## src/rtl/rand_delay_gen.sv

```systemverilog
// rand_delay_gen: draws NBYTES bytes from the LFSR byte stream and returns
// cur_time + MIN_DELAY + masked random offset, saturated to TIME_W bits,
// over a valid/ready handshake.
module rand_delay_gen #(
    parameter int unsigned TIME_W    = 16,
    parameter int unsigned DELAY_W   = 8,
    parameter int unsigned MIN_DELAY = 1
) (
    input  logic              clk,
    input  logic              rst,
    input  logic              req,
    output logic              req_ready,
    input  logic [TIME_W-1:0] cur_time,
    output logic              next,
    input  logic [7:0]        rnd,
    output logic              out_valid,
    input  logic              out_ready,
    output logic [TIME_W-1:0] out_time,
    output logic [15:0]       issued_cnt
);

    localparam int unsigned NBYTES = (DELAY_W + 7) / 8;
    localparam int unsigned ACC_W  = NBYTES * 8;
    localparam int unsigned CNT_W  = (NBYTES > 1) ? $clog2(NBYTES) : 1;
    // Two guard bits: base, MIN_DELAY and offset can each approach the widest operand.
    localparam int unsigned SUM_W  = ((TIME_W > DELAY_W) ? TIME_W : DELAY_W) + 2;

    typedef enum logic [1:0] {
        IDLE  = 2'd0,
        FETCH = 2'd1,
        CALC  = 2'd2,
        OUT   = 2'd3
    } state_t;

    state_t             state;
    logic [TIME_W-1:0]  base_r;
    logic [ACC_W-1:0]   acc;
    logic [CNT_W-1:0]   byte_cnt;
    logic [SUM_W-1:0]   sum_c;
    logic               sat_c;

    // Candidate event time and overflow detection from the latched base and drawn bytes.
    always_comb begin
        sum_c = SUM_W'(base_r) + SUM_W'(MIN_DELAY) + SUM_W'(acc[DELAY_W-1:0]);
        sat_c = |sum_c[SUM_W-1:TIME_W];
    end

    // Request/fetch/compute/output sequencer with registered handshake outputs.
    always_ff @(posedge clk or posedge rst) begin
        if (rst) begin
            state      <= IDLE;
            req_ready  <= 1'b0;
            next       <= 1'b0;
            out_valid  <= 1'b0;
            out_time   <= '0;
            issued_cnt <= '0;
            base_r     <= '0;
            acc        <= '0;
            byte_cnt   <= '0;
        end else begin
            case (state)
                IDLE: begin
                    next <= 1'b0;
                    if (req_ready && req) begin
                        base_r    <= cur_time;
                        acc       <= '0;
                        byte_cnt  <= '0;
                        req_ready <= 1'b0;
                        next      <= 1'b1;
                        state     <= FETCH;
                    end else begin
                        req_ready <= 1'b1;
                    end
                end
                FETCH: begin
                    // Shift in the byte presented while next is high; first byte ends up on top.
                    acc <= ACC_W'({acc, rnd});
                    if (byte_cnt == CNT_W'(NBYTES - 1)) begin
                        next  <= 1'b0;
                        state <= CALC;
                    end else begin
                        byte_cnt <= byte_cnt + CNT_W'(1);
                    end
                end
                CALC: begin
                    out_time  <= sat_c ? '1 : sum_c[TIME_W-1:0];
                    out_valid <= 1'b1;
                    state     <= OUT;
                end
                OUT: begin
                    if (out_ready) begin
                        out_valid  <= 1'b0;
                        issued_cnt <= issued_cnt + 16'd1;
                        req_ready  <= 1'b1;
                        state      <= IDLE;
                    end
                end
                default: begin
                    state <= IDLE;
                end
            endcase
        end
    end

endmodule
```

## config.mk

```make
export PLATFORM = sky130hd
export DESIGN_NAME = rand_delay_gen
export DESIGN_NICKNAME = d
export VERILOG_FILES = /design/src/rtl/rand_delay_gen.sv
export SDC_FILE = /design/constraint.sdc
export NUM_CORES = 1
export LEC_CHECK = 0
export CAP_MARGIN = 20
export CORE_MARGIN = 3
export CORE_UTILIZATION = 50
export CTS_BUF_LIST = sky130_fd_sc_hd__clkbuf_8 sky130_fd_sc_hd__clkbuf_16
export CTS_CLUSTER_SIZE = 8
export DETAILED_ROUTE_END_ITERATION = 10
export PLACE_DENSITY = 0.78
export RECOVER_POWER = 50
export SKIP_CTS_REPAIR_TIMING = 1
export SYNTH_ARGS = -nofsm -noshare
export SYNTH_HDL_FRONTEND = slang
export SYNTH_SLANG_ARGS = --single-unit
```

## constraint.sdc

```tcl
create_clock -name clk -period 3.7 [get_ports clk]
set_clock_uncertainty 0.15 [all_clocks]
set_input_delay 0.74 -clock clk [delete_from_list [all_inputs] [get_ports clk]]
set_output_delay 0.74 -clock clk [all_outputs]
set_load 0.03 [all_outputs]
```

==> results of run 1 <==
[per-layer routing]
metal  vias to the layer above  track usage
li1                       1101            -
met1                      1095        0.261
met2                        48        0.308
met3                        11       0.0546
met4                         0       0.0877
met5                         -            0
[where the power goes]
| part | total [uW] | switching (uW) | internal (uW) |
|---|---|---|---|
| registers | 1140 | 211 | 929 |
| clock network | 594 | 268 | 326 |
| logic | 1770 | 958 | 815 |
| total | 3510 | 1440 | 2070 |
[area by class of cell]
class	count	area [sq um]	area share
flip-flops and latches	61	1530	0.392
clock inverters	6	62.6	0.0161
well taps	72	90.1	0.0232
clock buffers	10	138	0.0354
multi-input cells	176	1390	0.358
inverters	12	45.0	0.0116
repair buffers	65	636	0.163
[sequential cells by signal (all words and copies together) (netlist names)]
signal / flops
next: 1
base_r: 16
issued_cnt: 16
state: 2
acc: 8
out_time: 16
out_valid: 1
req_ready: 1
[cell usage in the layout (no fill, tap or decap), types with 9 or more instances in the layout]
master | synthesis | final
clkbuf_8 | 0 | 10
clkdlybuf4s50_1 | 0 | 60
dfrtp_1 | 61 | 61
ha_1 | 13 | 13
inv_1 | 12 | 12
mux2_2 | 17 | 17
nand2_1 | 11 | 11
nand3_1 | 11 | 11
nor2_1 | 9 | 9
xnor2_1 | 13 | 13
[per-stage QoR]
| stage | power [uW] | util | area (sq um) | std cells | hold WS (ns) |
|---|---|---|---|---|---|
| final | 3510 | 0.690 | 3890 | 402 | 0.329 |
| after floorplan | 2400 | - | 2990 | 254 | 0.316 |
| after global placement | 2870 | 0.656 | 3700 | 386 | 0.312 |
| after detailed placement | 2920 | 0.656 | 3700 | 386 | 0.321 |
| after global routing | 3760 | 0.690 | 3890 | 402 | 0.357 |
| after CTS | 3530 | 0.691 | 3900 | 402 | 0.337 |
[path summary, 6_finish.rpt]
check / depth (start not counted) / slack [ns] / from / endpoint
max: 3 / 1.03 / rst / out_time[2]
min: 1 / 0.33 / out_time[3] / out_time[3]
max reg2reg: 9 / 1.19 / acc[0] / out_time[9]
min reg2reg: 1 / 0.33 / out_time[3] / out_time[3]
max in group clk: 6 / 1.17 / out_ready / issued_cnt[15]
min in group asynchronous: 2 / 0.87 / rst / issued_cnt[12]
[synthesized netlist by cell type (5+ instances only)]
master / instances
a22o_1: 8
o21a_1: 5
inv_1: 12
nor2_1: 9
mux2_2: 17
xnor2_1: 13
xor2_1: 6
nor3_1: 5
o22a_1: 5
nand3_1: 11
and3_1: 6
ha_1: 13
dfrtp_1: 61
nand2_1: 11
nor2b_1: 5
[kinds of logic after synthesis]
| kind of cell | Yosys count |
|---|---|
| simple gates | 63 |
| compound gates | 62 |
| flops | 61 |
| xor+xnor | 19 |
| mux | 18 |
| buf+inv | 17 |
| fa+ha+maj | 14 |
==> run metrics, run 1 <==
global route overflow=0; Fin. Hold Viols=0; post-route ant nets=0; CTS Buf Count=9; mux cell area share after synthesis=0.0673; crit-path max cell delay=0.89 ns; post-DP HPWL=4730 um; die area=0.00695 sq mm; Post-Synth Simple-Gate Area=0.113; WL met2=3000 um; CTS tree=yes; DIE HEIGHT=83.4 um; Post-Syn Nets=296; Ports=63; peak fanout along the critical path=24; required time of the critical path=3.84 ns; Main synth FF type=dfrtp_1; Period minus WS final=2.67 ns; worst vdd ir=0.531 mV; met3 WL=274 um; Area contributors post-synth=dfrtp_1, mux2_2, ha_1; Ant. Diodes=0; Std-Cell Rows=27; routed length per instance=15.7 um; Seq/Total Area, Yosys=0.510; post-placement worst setup slack=0.917 ns; Max Slew Vio Count=0; Yosys top cell by area=dfrtp_1; Arr. time, crit path=2.82 ns; asr flop ratio synth=1.00; routed vias=2,255; # fillers=412; Final #Nets=367; crit end category=async pin; initial drt markers=74; via count of the first global-routing pass=2,250; CP Cell Sequence=dlygate4sd3_1 -> inv_1 -> clkbuf_1; Layout area overhead=30.1%; Yosys reg bits=61; Floorplan Core Area=0.00564 sq mm; Synth Instances=254; Post-synth EDFFs=0; unrepaired setup endpoints after global routing=no; cell area power density=901 mW/mm^2; drt total wl=6320 um; Synth Cell Area=0.00299 sq mm; first-pass GRT wire length=11,000 um; CTS sink count=61; share of layout cells above drive strength 1=0.124; Starting Density=0.530; clock slew at reported path FFs=0.07 ns; Crit-path slowest cell=clkbuf_1; top layer used by detailed routing=met4; post-synthesis adder-cell area fraction=0.0611; I/O Buffers=62; status=finished clean; final setup violation count=0; Compound-Gate Fraction of Synth Area=0.169; Max transition margin=0.262; routability congestion estimate=0.800; Clock Latency Late Sink=0.34 ns; DR DRC count=0; largest net degree at the start of global routing=25; max-cap violations=0; Global Route Usage Sum=0.199; Root Buffer=clkbuf_8; DRT Pass-1 Iters=4; Worst path top cell family by delay=buffers and inverters; Yosys cell types=55; die width=83.4 um; Syn Area/Cell=11.8 sq um; crit path kind=in -> async; min-delay worst type=reg -> reg; Slew @ Worst Pin=1.11 ns; setup_tns=0 ns; synth warn=0; Final WS setup=1.03 ns; P_leak=0.00166 uW; Bufs and invs on worst path=3; initial antenna violation count=0; Avg Vias per Cell=5.61; xor/xnor share of the synthesized area=0.0556; post-synth top area share=0.510; CP Launch Type=primary input; f_max=374 MHz; CTS Buffer Depth=2; Met1 Routed Length=2920 um; H-tree depth=3; fin crit share=0.723; largest family of logic cells by synthesized area=compound AO/OA/AOI/OAI gates
Power figures use the tool's default switching activity.
==> run 2: changes to the inputs <==
--- a/config.mk
+++ b/config.mk
@@ -7,11 +7,11 @@
 export LEC_CHECK = 0
 export CAP_MARGIN = 20
 export CORE_MARGIN = 3
-export CORE_UTILIZATION = 50
+export CORE_UTILIZATION = 46
 export CTS_BUF_LIST = sky130_fd_sc_hd__clkbuf_8 sky130_fd_sc_hd__clkbuf_16
 export CTS_CLUSTER_SIZE = 8
 export DETAILED_ROUTE_END_ITERATION = 10
-export PLACE_DENSITY = 0.78
+export PLACE_DENSITY = 0.75
 export RECOVER_POWER = 50
 export SKIP_CTS_REPAIR_TIMING = 1
 export SYNTH_ARGS = -nofsm -noshare
==> constraint.sdc (replaced) <==
create_clock -name clk -period 2.34 [get_ports clk]
set_clock_uncertainty 0.15 [all_clocks]
set_input_delay 0.468 -clock clk [delete_from_list [all_inputs] [get_ports clk]]
set_output_delay 0.468 -clock clk [all_outputs]
set_load 0.03 [all_outputs]
==> run metrics, run 2 (same netlist as run 1, synthesis figures left out) <==
Arr. time, crit path=2.33 ns (-0.49 ns); reg2reg start=acc[1]; min-delay worst type=reg -> reg; die area=0.00751 sq mm (+8.1%); routed vias=2,224 (-1.4%); Max transition margin=0.0261 (-0.236); largest net degree at the start of global routing=62 (+150%); most frequent cells in the layout=clkdlybuf4s50_1, dfrtp_1, mux2_2; via count of the first global-routing pass=2,305 (+2.4%); Global Route Usage Sum=0.182 (-0.0167); setup_tns=0 ns (unchanged); Fin. Hold Viols=0 (unchanged); max-cap violations=0 (unchanged); CTS tree=yes; crit end category=flip-flop; Final #Nets=379 (+3.3%); r2r endpoint=out_time[9]; post-route ant nets=0 (unchanged); Final WS setup=0.0733 ns (-0.953 ns); drt total wl=6220 um (-1.5%); R2R setup slack=0.07 ns (-1.12 ns); Avg Vias per Cell=5.33 (-4.9%); Std-Cell Rows=28 (+3.7%); cell area power density=1440 mW/mm^2 (+60%); share of layout cells above drive strength 1=0.167 (+0.0424); peak fanout along the critical path=5 (-79%); initial drt markers=109 (+47%); multi-input logic area=0.00141 sq mm (+1.3%); Floorplan Core Area=0.00610 sq mm (+8.1%); initial antenna violation count=0 (unchanged); post-placement worst setup slack=-0.0507 ns (-0.967 ns); Layout area overhead=34.6%; required time of the critical path=2.40 ns (-1.44 ns); Slew @ Worst Pin=1.46 ns (+0.354 ns); largest registers=base_r (16), issued_cnt (16), out_time (16); Final Total Pwr=5820 uW (+66%); CTS Buf Count=9 (unchanged); f_max=441 MHz; CP Launch Type=flip-flop; Ant. Diodes=0 (unchanged); commonest non-fill, non-tap cell in the layout=clkdlybuf4s50_1; Register-to-Register Path Depth=7 (-2); Root Buffer=clkbuf_8; crit path kind=reg -> reg; routability congestion estimate=0.770 (-3.8%); global route overflow=0 (unchanged); placed cells=400 (+3.6%); final setup violation count=0 (unchanged); clock slew at reported path FFs=0.06 ns (about the same); # fillers=500 (+21%); CTS sink count=61 (unchanged); routed length per instance=14.9 um (-5.0%); DIE HEIGHT=86.6 um (+4.0%); worst vdd ir=0.924 mV (+74%); fin crit share=0.969; I/O Buffers=62 (unchanged); Clock Latency Late Sink=0.34 ns (about the same); Period minus WS final=2.27 ns; die width=86.6 um (+4.0%); H-tree depth=3 (unchanged); unrepaired setup endpoints after global routing=yes; CTS Buffer Depth=2 (unchanged); DR DRC count=0 (unchanged); post-DP HPWL=4730 um (-0.15%); Starting Density=0.491 (-0.0395); Seq. cell area=0.00153 sq mm (unchanged); Max Slew Vio Count=0 (unchanged); P_leak=0.00175 uW (+4.9%); CP endpoint=out_time[9]; fin cells=417 (+3.7%); Ports=63 (unchanged); status=finished clean; DRT Pass-1 Iters=5 (+1); first-pass GRT wire length=10,700 um (-2.6%); CP Launch Point=acc[1]
## run 2: cell type report
cell class,count,area share
tap,75,0.0233
sequential,61,0.379
inverter,12,0.0112
timing repair buffer,77,0.180
multi-input combinational,176,0.351
clock inverter,5,0.0183
clock buffer,11,0.0376
## run 2: critical path, cell delays in order, from the launching register on
cell and delay [ns]:
dfrtp_1 0.45, ha_1 0.31, nor2b_1 0.23, o2111a_1 0.25, nor3_2 0.08, buf_4 0.15, o31a_1 0.24, o32a_1 0.28
## run 2: how the worst min path moves through the flow
| stage | startpoint | to | slack, ns | depth (start not counted) |
|---|---|---|---|---|
| after floorplan | acc[0] | acc[0] | 0.32 | 1 |
| after global placement | out_time[3] | out_time[3] | 0.31 | 1 |
| after detailed placement | issued_cnt[15] | issued_cnt[15] | 0.32 | 1 |
| after CTS | issued_cnt[15] | issued_cnt[15] | 0.33 | 1 |
| after global routing | issued_cnt[15] | issued_cnt[15] | 0.34 | 1 |
| final | out_time[3] | out_time[3] | 0.33 | 1 |
## run 2: layer usage
layer	global-route usage	vias up	share of wire
met4	0.0637	0	0.015
met5	0	-	0
met3	0.0513	9	0.039
li1	-	1111	-
met2	0.283	44	0.47
met1	0.244	1060	0.48
## run 2: through the flow
stage / util / hold WS, ns / instance area [sq um]
2_1_floorplan: - / 0.316 / 2990
3_3_place_gp: 0.623 / 0.311 / 3800
3_5_place_dp: 0.623 / 0.320 / 3800
4_1_cts: 0.660 / 0.329 / 4020
6_report: 0.661 / 0.328 / 4030
5_1_grt: 0.661 / 0.345 / 4030
## run 2: power breakdown
part | leakage [uW] | switching, uW | internal [uW]
clock network | 0.000121 | 386 | 650
registers | 0.000752 | 337 | 1470
logic | 0.000873 | 1570 | 1410
total | 0.00175 | 2290 | 3530
